===== src/rtl/sc_fifo_rd_pkg.sv =====
// Shared types and constants for the generic_sc_fifo read-side stream adapter.
// Latency: n/a (declarations only); backpressure: n/a.
package sc_fifo_rd_pkg;

    localparam int BUF_DEPTH = 3;
    localparam int CNT_W     = 2;

    typedef logic [CNT_W-1:0] cnt_t;

    // Words already buffered plus the one still in flight must leave room for another read.
    function automatic logic has_credit(input cnt_t cnt, input logic inflight);
        logic [2:0] pending;
        pending = {1'b0, cnt} + {2'b00, inflight};
        return pending < 3'(BUF_DEPTH);
    endfunction

endpackage


===== src/rtl/sc_fifo_rd_buf.sv =====
// Small register queue with simultaneous push/pop and synchronous clear; head is always entry 0.
// Latency: pushed word visible at head next cycle when queue was empty; backpressure: caller must not push when full or pop when empty.
module sc_fifo_rd_buf #(
    parameter int DATA_W    = 8,
    parameter int BUF_DEPTH = 3,
    parameter int CNT_W     = $clog2(BUF_DEPTH + 1)
) (
    input  logic              clk_i,
    input  logic              rst_i,
    input  logic              clr_i,
    input  logic              push_i,
    input  logic [DATA_W-1:0] push_dat_i,
    input  logic              pop_i,
    output logic [DATA_W-1:0] head_dat_o,
    output logic [CNT_W-1:0]  cnt_o
);

    logic [DATA_W-1:0] q     [BUF_DEPTH];
    logic [DATA_W-1:0] q_nxt [BUF_DEPTH];
    logic [CNT_W-1:0]  cnt_q;
    logic [CNT_W-1:0]  cnt_nxt;
    logic [CNT_W-1:0]  wr_idx;

    always_comb begin
        q_nxt   = q;
        wr_idx  = pop_i ? (cnt_q - CNT_W'(1)) : cnt_q;
        cnt_nxt = cnt_q + CNT_W'(push_i) - CNT_W'(pop_i);
        if (pop_i) begin
            for (int i = 0; i < BUF_DEPTH - 1; i++) begin
                q_nxt[i] = q[i + 1];
            end
            q_nxt[BUF_DEPTH-1] = '0;
        end
        // Tail slot accounts for the shift, so push and pop together keep the count.
        if (push_i) begin
            for (int i = 0; i < BUF_DEPTH; i++) begin
                if (CNT_W'(i) == wr_idx) begin
                    q_nxt[i] = push_dat_i;
                end
            end
        end
        if (clr_i) begin
            for (int i = 0; i < BUF_DEPTH; i++) begin
                q_nxt[i] = '0;
            end
            cnt_nxt = '0;
        end
    end

    always_ff @(posedge clk_i or posedge rst_i) begin
        if (rst_i) begin
            for (int i = 0; i < BUF_DEPTH; i++) begin
                q[i] <= '0;
            end
            cnt_q <= '0;
        end else begin
            q     <= q_nxt;
            cnt_q <= cnt_nxt;
        end
    end

    assign head_dat_o = q[0];
    assign cnt_o      = cnt_q;

endmodule


===== src/rtl/sc_fifo_stream_reader.sv =====
// Drains a generic_sc_fifo read port into a valid/ready stream at one word per clock.
// Latency: 2 cycles from FIFO non-empty to valid_o; backpressure: reads stop once buffered plus in-flight words reach 3, ready_i never reaches fifo_rd_en_o combinationally.
module sc_fifo_stream_reader
    import sc_fifo_rd_pkg::*;
#(
    parameter int DATA_W = 8
) (
    input  logic              clk_i,
    input  logic              rst_i,
    output logic              fifo_rd_en_o,
    input  logic [DATA_W-1:0] fifo_data_i,
    input  logic              fifo_empty_i,
    input  logic              flush_i,
    output logic [DATA_W-1:0] data_o,
    output logic              valid_o,
    input  logic              ready_i,
    output logic [1:0]        used_o
);

    cnt_t cnt;
    logic inflight;
    logic rd_en;
    logic pop;
    logic push;

    assign rd_en = !rst_i && !flush_i && !fifo_empty_i && has_credit(cnt, inflight);

    always_ff @(posedge clk_i or posedge rst_i) begin
        if (rst_i) begin
            inflight <= 1'b0;
        end else begin
            inflight <= rd_en;
        end
    end

    // A word landing during flush belongs to the discarded stream and is dropped.
    assign push = inflight && !flush_i;
    assign pop  = valid_o && ready_i;

    sc_fifo_rd_buf #(
        .DATA_W    (DATA_W),
        .BUF_DEPTH (BUF_DEPTH),
        .CNT_W     (CNT_W)
    ) u_buf (
        .clk_i      (clk_i),
        .rst_i      (rst_i),
        .clr_i      (flush_i),
        .push_i     (push),
        .push_dat_i (fifo_data_i),
        .pop_i      (pop),
        .head_dat_o (data_o),
        .cnt_o      (cnt)
    );

    assign valid_o      = (cnt != '0);
    assign used_o       = cnt;
    assign fifo_rd_en_o = rd_en;

endmodule


===== config.mk =====
export PLATFORM = sky130hd
export DESIGN_NAME = sc_fifo_stream_reader
export DESIGN_NICKNAME = d
export VERILOG_FILES = /design/src/rtl/sc_fifo_rd_pkg.sv /design/src/rtl/sc_fifo_rd_buf.sv /design/src/rtl/sc_fifo_stream_reader.sv
export SDC_FILE = /design/constraint.sdc
export NUM_CORES = 1
export LEC_CHECK = 0
export ABC_AREA = 1
export CORE_UTILIZATION = 40
export CTS_CLUSTER_SIZE = 40
export DETAILED_ROUTE_END_ITERATION = 10
export PLACE_DENSITY = 0.72
export SYNTH_ARGS = -nofsm -noshare
export SYNTH_HDL_FRONTEND = slang
export SYNTH_SLANG_ARGS = --single-unit

===== constraint.sdc =====
create_clock -name clk_i -period 2.3 [get_ports clk_i]
set_clock_uncertainty 0.15 [all_clocks]
set_input_delay 0.345 -clock clk_i [delete_from_list [all_inputs] [get_ports clk_i]]
set_output_delay 0.345 -clock clk_i [all_outputs]
set_load 0.03 [all_outputs]

After elaboration in Yosys (flattened, before gate mapping) --
Cells that the tools add are included.
Word-level totals: word-level logic and storage cells 30, output and inout port bits 12, input bits 13, bits in registers 27
Cells by class: multiplexer cells 8, $lt $le $gt $ge 1, reductions and logical operators 10, eq/ne operators 2, add/subtract/negate cells 4
Operators by type and width (number):
- two-way mux 24 bit | 3
- two-way mux 8 bit | 3
- logical AND 1 bit | 5
- two-way mux 2 bit | 2
- adder 2 x 1 -> 3 bit | 1
- zero test 1 bit | 3
- < comparator 3 x 2 -> 1 bit (second input constant) | 1
- adder 2 x 1 -> 2 bit | 1
- == test 1 x 2 -> 1 bit (first input constant) | 1
- == test 2 bit (first input constant) | 1
- zero test 2 bit | 1
- nonzero test 2 bit | 1
- subtractor 2 x 1 -> 2 bit | 1
- subtractor 2 x 1 -> 2 bit (second input constant) | 1

Longest topological paths before layout --
Gate-level depths: netlist (run 1).
depth after elaboration 7, mapped depth 14, depth with buffers taken out 12

By module --
From an unflattened synthesis (run 1), not the netlist that was laid out.
Second synthesis, totals: cells, all modules 218, area total of the unflattened synthesis 1689.1 um^2
Modules (own cells, without submodules):
- sc_fifo_rd_buf | times used 1, area each 1585.3 um^2, cells an instance 203, seq. area each 650.6 um^2
- sc_fifo_stream_reader | times used 1, area each 103.8 um^2, cells an instance 15, seq. area each 25.0 um^2

Worst setup path before layout (run 1) --
OpenSTA, ideal clock, no wires.
path kind flip-flop to flip-flop, start register u_buf.cnt_q[1] (netlist: u_buf.cnt_o[1]), end register u_buf.q (netlist bit u_buf.head_dat_o[0]), data required time 2.033 ns, clock period less this slack 2.371 ns, stages on the path, launching flop included 14, setup slack -0.071 ns, buffers on the path 2, arrival time 2.104 ns, setup time 0.117 ns, cell sequence dfrtp_1 > inv_1 > ha_1 > inv_2 > nand2_4 > buf_2 > inv_1 > ha_1 > inv_1 > nor2_8 > nand3_4 > buf_6 > nor2_1 > nor2_1
RTL lines:
- start, declared | RTL line sc_fifo_rd_buf.sv:20 | logic [CNT_W-1:0] cnt_q;
- start signal, assigned | RTL line sc_fifo_rd_buf.sv:58 | cnt_q <= cnt_nxt;
- end signal, assigned | RTL line sc_fifo_rd_buf.sv:57 | q <= q_nxt;
- end, declared | RTL line sc_fifo_rd_buf.sv:18 | logic [DATA_W-1:0] q [BUF_DEPTH];

==> results.md, run 1 <==
* Outcome: complete, no violations
* H-tree Lvls at 1
* Synth cell types at 20
* Drt wl/cell at 11.28 um
* Comb power frac at 44.9%
* Simple logic cell fraction of the synthesized area at 40.87%
* CP bufs+invs at 4
* Post-DP HPWL at 2427 um
* Worst Path Max Fanout at 16
* Sequential fraction of the synthesis area at 38.65%
* Clock share of power at 18.1%
* Area of the core at 4086 um^2
* Core Rows at 23
* Largest net degree at the start of global routing at 28
* Die width at 68.11 um
* Combinational family with the most area after synthesis: simple AND/OR/NAND/NOR gates
* Worst-Skew Late Latency at 0.27 ns
* CTS max path bufs at 2
* Critical Path End Type: register
* Crit share post-route at 91.70%
* Slowest-stage cell, CP: dfrtp_2
* Hold Fails Final Rpt at 0
* Ant diodes at 0
* DRC viols at 0
* Mux contribution to synthesized area at 0%
* ANT nets after route at 0
* Least-Margin Pin Slew at 0.3570 ns
* Height of the die at 68.11 um
* Syn Std Cell Area at 1748 um^2
* CP most frequent cell: inv_1
* Cell taking the most area after synthesis: dfrtp_1
* Grt total ovfl at 0
* P_int at 864.1 uW
* Final setup fails at 0
* Multi-input logic area at 829.5 um^2
* Pleak at 1.167 nW
* CTS tree: done
* Total power draw at 1.498 mW
* VDD IR max at 0.2662 mV
* WP data arrival at 2.13 ns
* Critical Path Max Stage Delay at 0.47 ns
* Area share of xor/xnor cells in the synthesized design at 1.002%
* Cts bufs inserted at 3
* Sequential cell area at 678.2 um^2
* 1st-iter DRT viols at 158
* Placed Area at 1959 um^2
* Clock Sinks at 27
* RePlAce Congestion at 0.8323
* Synth warnings at 0
* # port buffers at 24
* Startpoint types: register
* Yosys reg bits at 27
* Hold crit path type: input port to asynchronous set/reset pin
* Initial antenna violation count at 0
* Post-CTS Setup Inserts at 0
* Crit path cell chain: inv_1 -> ha_1 -> inv_2 -> nand2_4 -> inv_1 -> ha_1 -> inv_1 -> nor2_8 -> nand3_4 -> nor2_1 -> nor2_1
* Compound-Gate Fraction of Synth Area at 2.004%
* Final Max Tran Viols at 0
* Initial core utilization at 42.77%
* WHS at 0.3430 ns
* Initial DRT Pass Iterations at 4
* Total Nets Final at 285
* Setup_tns at 0 ns
* Routed WL at 3565 um
* Post-Synth Adder-Cell Area at 3.579%
* Via density at 4.756
* Global-route wire length before repair at 6023 um
* Mean Syn Cell Area at 6.964 um^2
* Via count at 1,503
* Fmax at 0.4742 GHz
* Period minus WS final at 2.109 ns
* Share of the synthesized area in the top cell type at 38.65%
* Cells after Synth at 251
* Psw at 633.5 uW
* PwrDens at 745.7 nW/um^2
* Fraction of layout cells with a size suffix above 1 at 8.271%
* Switching Share at 42.30%
* Design Area, Final at 2008 um^2
* Hold bufs inserted after CTS at 0
* WP data required at 2.32 ns
* Synth area leaders: dfrtp_1, nand2_1, nor2_1
* GRT Resource Usage Total at 17.74%
* Die Footprint at 4638 um^2
* Net count after synthesis at 269
* Critical path's top delay family: simple AND/OR/NAND/NOR gates
* Layout Utilization at 49.14%
* Layout area overhead at 14.89%
* Unrepaired setup endpoints after global routing: false
* Root buf cell: clkbuf_8
* Worst-path clk slew at 0.09 ns
* Sequential Power Share at 37.0%
* Number of global-route vias before repair at 1,352
* Maxcap violations at 0
* Worst rel slew slack at 76.20%
* I/O pins at 25
* CTS resizes at 0
* Crit Path Category: register to register
* Fillers at 411
## layout by cell type (no fill, tap or decap), drive strengths merged
| cell type | count |
|---|---|
| dfrtp | 27 |
| ha | 5 |
| a21boi | 4 |
| nand3 | 26 |
| clkdlybuf4s50 | 22 |
| dlymetal6s2s | 1 |
| xor2 | 1 |
| clkinv | 2 |
| clkbuf | 3 |
| inv | 29 |
| xnor2 | 1 |
| buf | 6 |
| nor2 | 49 |
| nand2 | 89 |
| a21oi | 1 |
## metal layers
| metal | track usage, % | part of all wire, % | wire [um] | up-vias |
|---|---|---|---|---|
| li1 | - | - | - | 776 |
| met1 | 23.33 | 49 | 1731 | 691 |
| met2 | 27.57 | 45 | 1616 | 29 |
| met3 | 2.667 | 3.5 | 126 | 7 |
| met4 | 9.896 | 2.6 | 91 | 0 |
| met5 | 0 | 0 | 0 | - |
## through the flow
step | instances | worst slack, ns
3_3_place_gp | 312 | 0.1187
3_5_place_dp | 312 | 0.08118
4_1_cts | 316 | 0.002468
5_1_grt | 316 | 0.02140
2_1_floorplan | 251 | 0.002805
6_report | 316 | 0.1910
## cells in the mapped netlist
| cell type | n |
|---|---|
| nor2_1 | 48 |
| xnor2_1 | 1 |
| buf_2 | 4 |
| dfrtp_1 | 27 |
| a21boi_0 | 4 |
| buf_4 | 11 |
| clkbuf_1 | 1 |
| buf_6 | 2 |
| nor2_8 | 1 |
| nand3_1 | 22 |
| nand3_2 | 3 |
| inv_1 | 28 |
| nand2_1 | 86 |
| a21oi_1 | 1 |
| clkinv_2 | 1 |
| xor2_1 | 1 |
| nand2_4 | 3 |
| nand3_4 | 1 |
| inv_2 | 1 |
| ha_1 | 5 |
## sequential cells by signal, indices dropped and copies added, names as in the netlist
signal / flops
u_buf.head_dat_o: 8
u_buf.cnt_o: 2
u_buf.q: 16
inflight: 1
## cell families after synthesis
| kind of cell | after synthesis |
|---|---|
| adders and majority gates | 5 |
| xor gates and xnor gates | 2 |
| DFF | 27 |
| buffers and inverters | 48 |
| and+or+nand+nor | 164 |
| AOI/OAI and AO/OA | 5 |
## final timing paths
| path | slack [ns] | cells after the start | from | end |
|---|---|---|---|---|
| worst max-delay path | 0.19 | 11 | u_buf.cnt_o[1] | u_buf.head_dat_o[2] |
| worst min-delay path | 0.34 | 3 | rst_i | u_buf.q[8] |
| worst max register to register | 0.19 | 11 | u_buf.cnt_o[1] | u_buf.head_dat_o[2] |
| worst min register to register | 0.45 | 4 | u_buf.q[4] | u_buf.q[4] |
| max in group asynchronous | 1.37 | 3 | rst_i | u_buf.cnt_o[1] |
| min in group clk_i | 0.45 | 4 | u_buf.q[4] | u_buf.q[4] |
## worst min-delay path, stage by stage
cell and delay (ns):
clkdlybuf4s50_1 0.40, inv_1 0.09, buf_4 0.34
## power by group through the flow
stage	clock, mW	sequential, mW	combinational [mW]
2_1_floorplan	0	0.581	0.489
3_3_place_gp	0	0.564	0.669
3_5_place_dp	0	0.564	0.675
4_1_cts	0.283	0.555	0.678
5_1_grt	0.302	0.561	0.742
6_report	0.271	0.554	0.672
## area by class of cell
type | instances | area share, %
Multi-Input combinational cell | 176 | 41.31
Clock inverter | 1 | 0.2492
Inverter | 30 | 5.670
Timing Repair Buffer | 29 | 13.83
Tap cell | 50 | 3.115
Clock buffer | 3 | 2.056
Sequential cell | 27 | 33.77
No activity file was read; power rests on OpenSTA's default activity.
==> run 2, diff against run 1 <==
--- a/config.mk
+++ b/config.mk
@@ -6,6 +6,7 @@
 export NUM_CORES = 1
 export LEC_CHECK = 0
 export ABC_AREA = 1
+export CAP_MARGIN = 30
 export CORE_UTILIZATION = 40
 export CTS_CLUSTER_SIZE = 40
 export DETAILED_ROUTE_END_ITERATION = 10
==> results of run 2 <==
Same layout as run 1: the final DEF is identical, and so are final timing and power.
==> run 3, diff against run 2 <==
--- a/config.mk
+++ b/config.mk
@@ -10,6 +10,7 @@
 export CORE_UTILIZATION = 40
 export CTS_CLUSTER_SIZE = 40
 export DETAILED_ROUTE_END_ITERATION = 10
+export HOLD_SLACK_MARGIN = 0.1
 export PLACE_DENSITY = 0.72
 export SYNTH_ARGS = -nofsm -noshare
 export SYNTH_HDL_FRONTEND = slang
==> results of run 3 <==
Same layout as run 1: the final DEF is identical, and so are final timing and power.
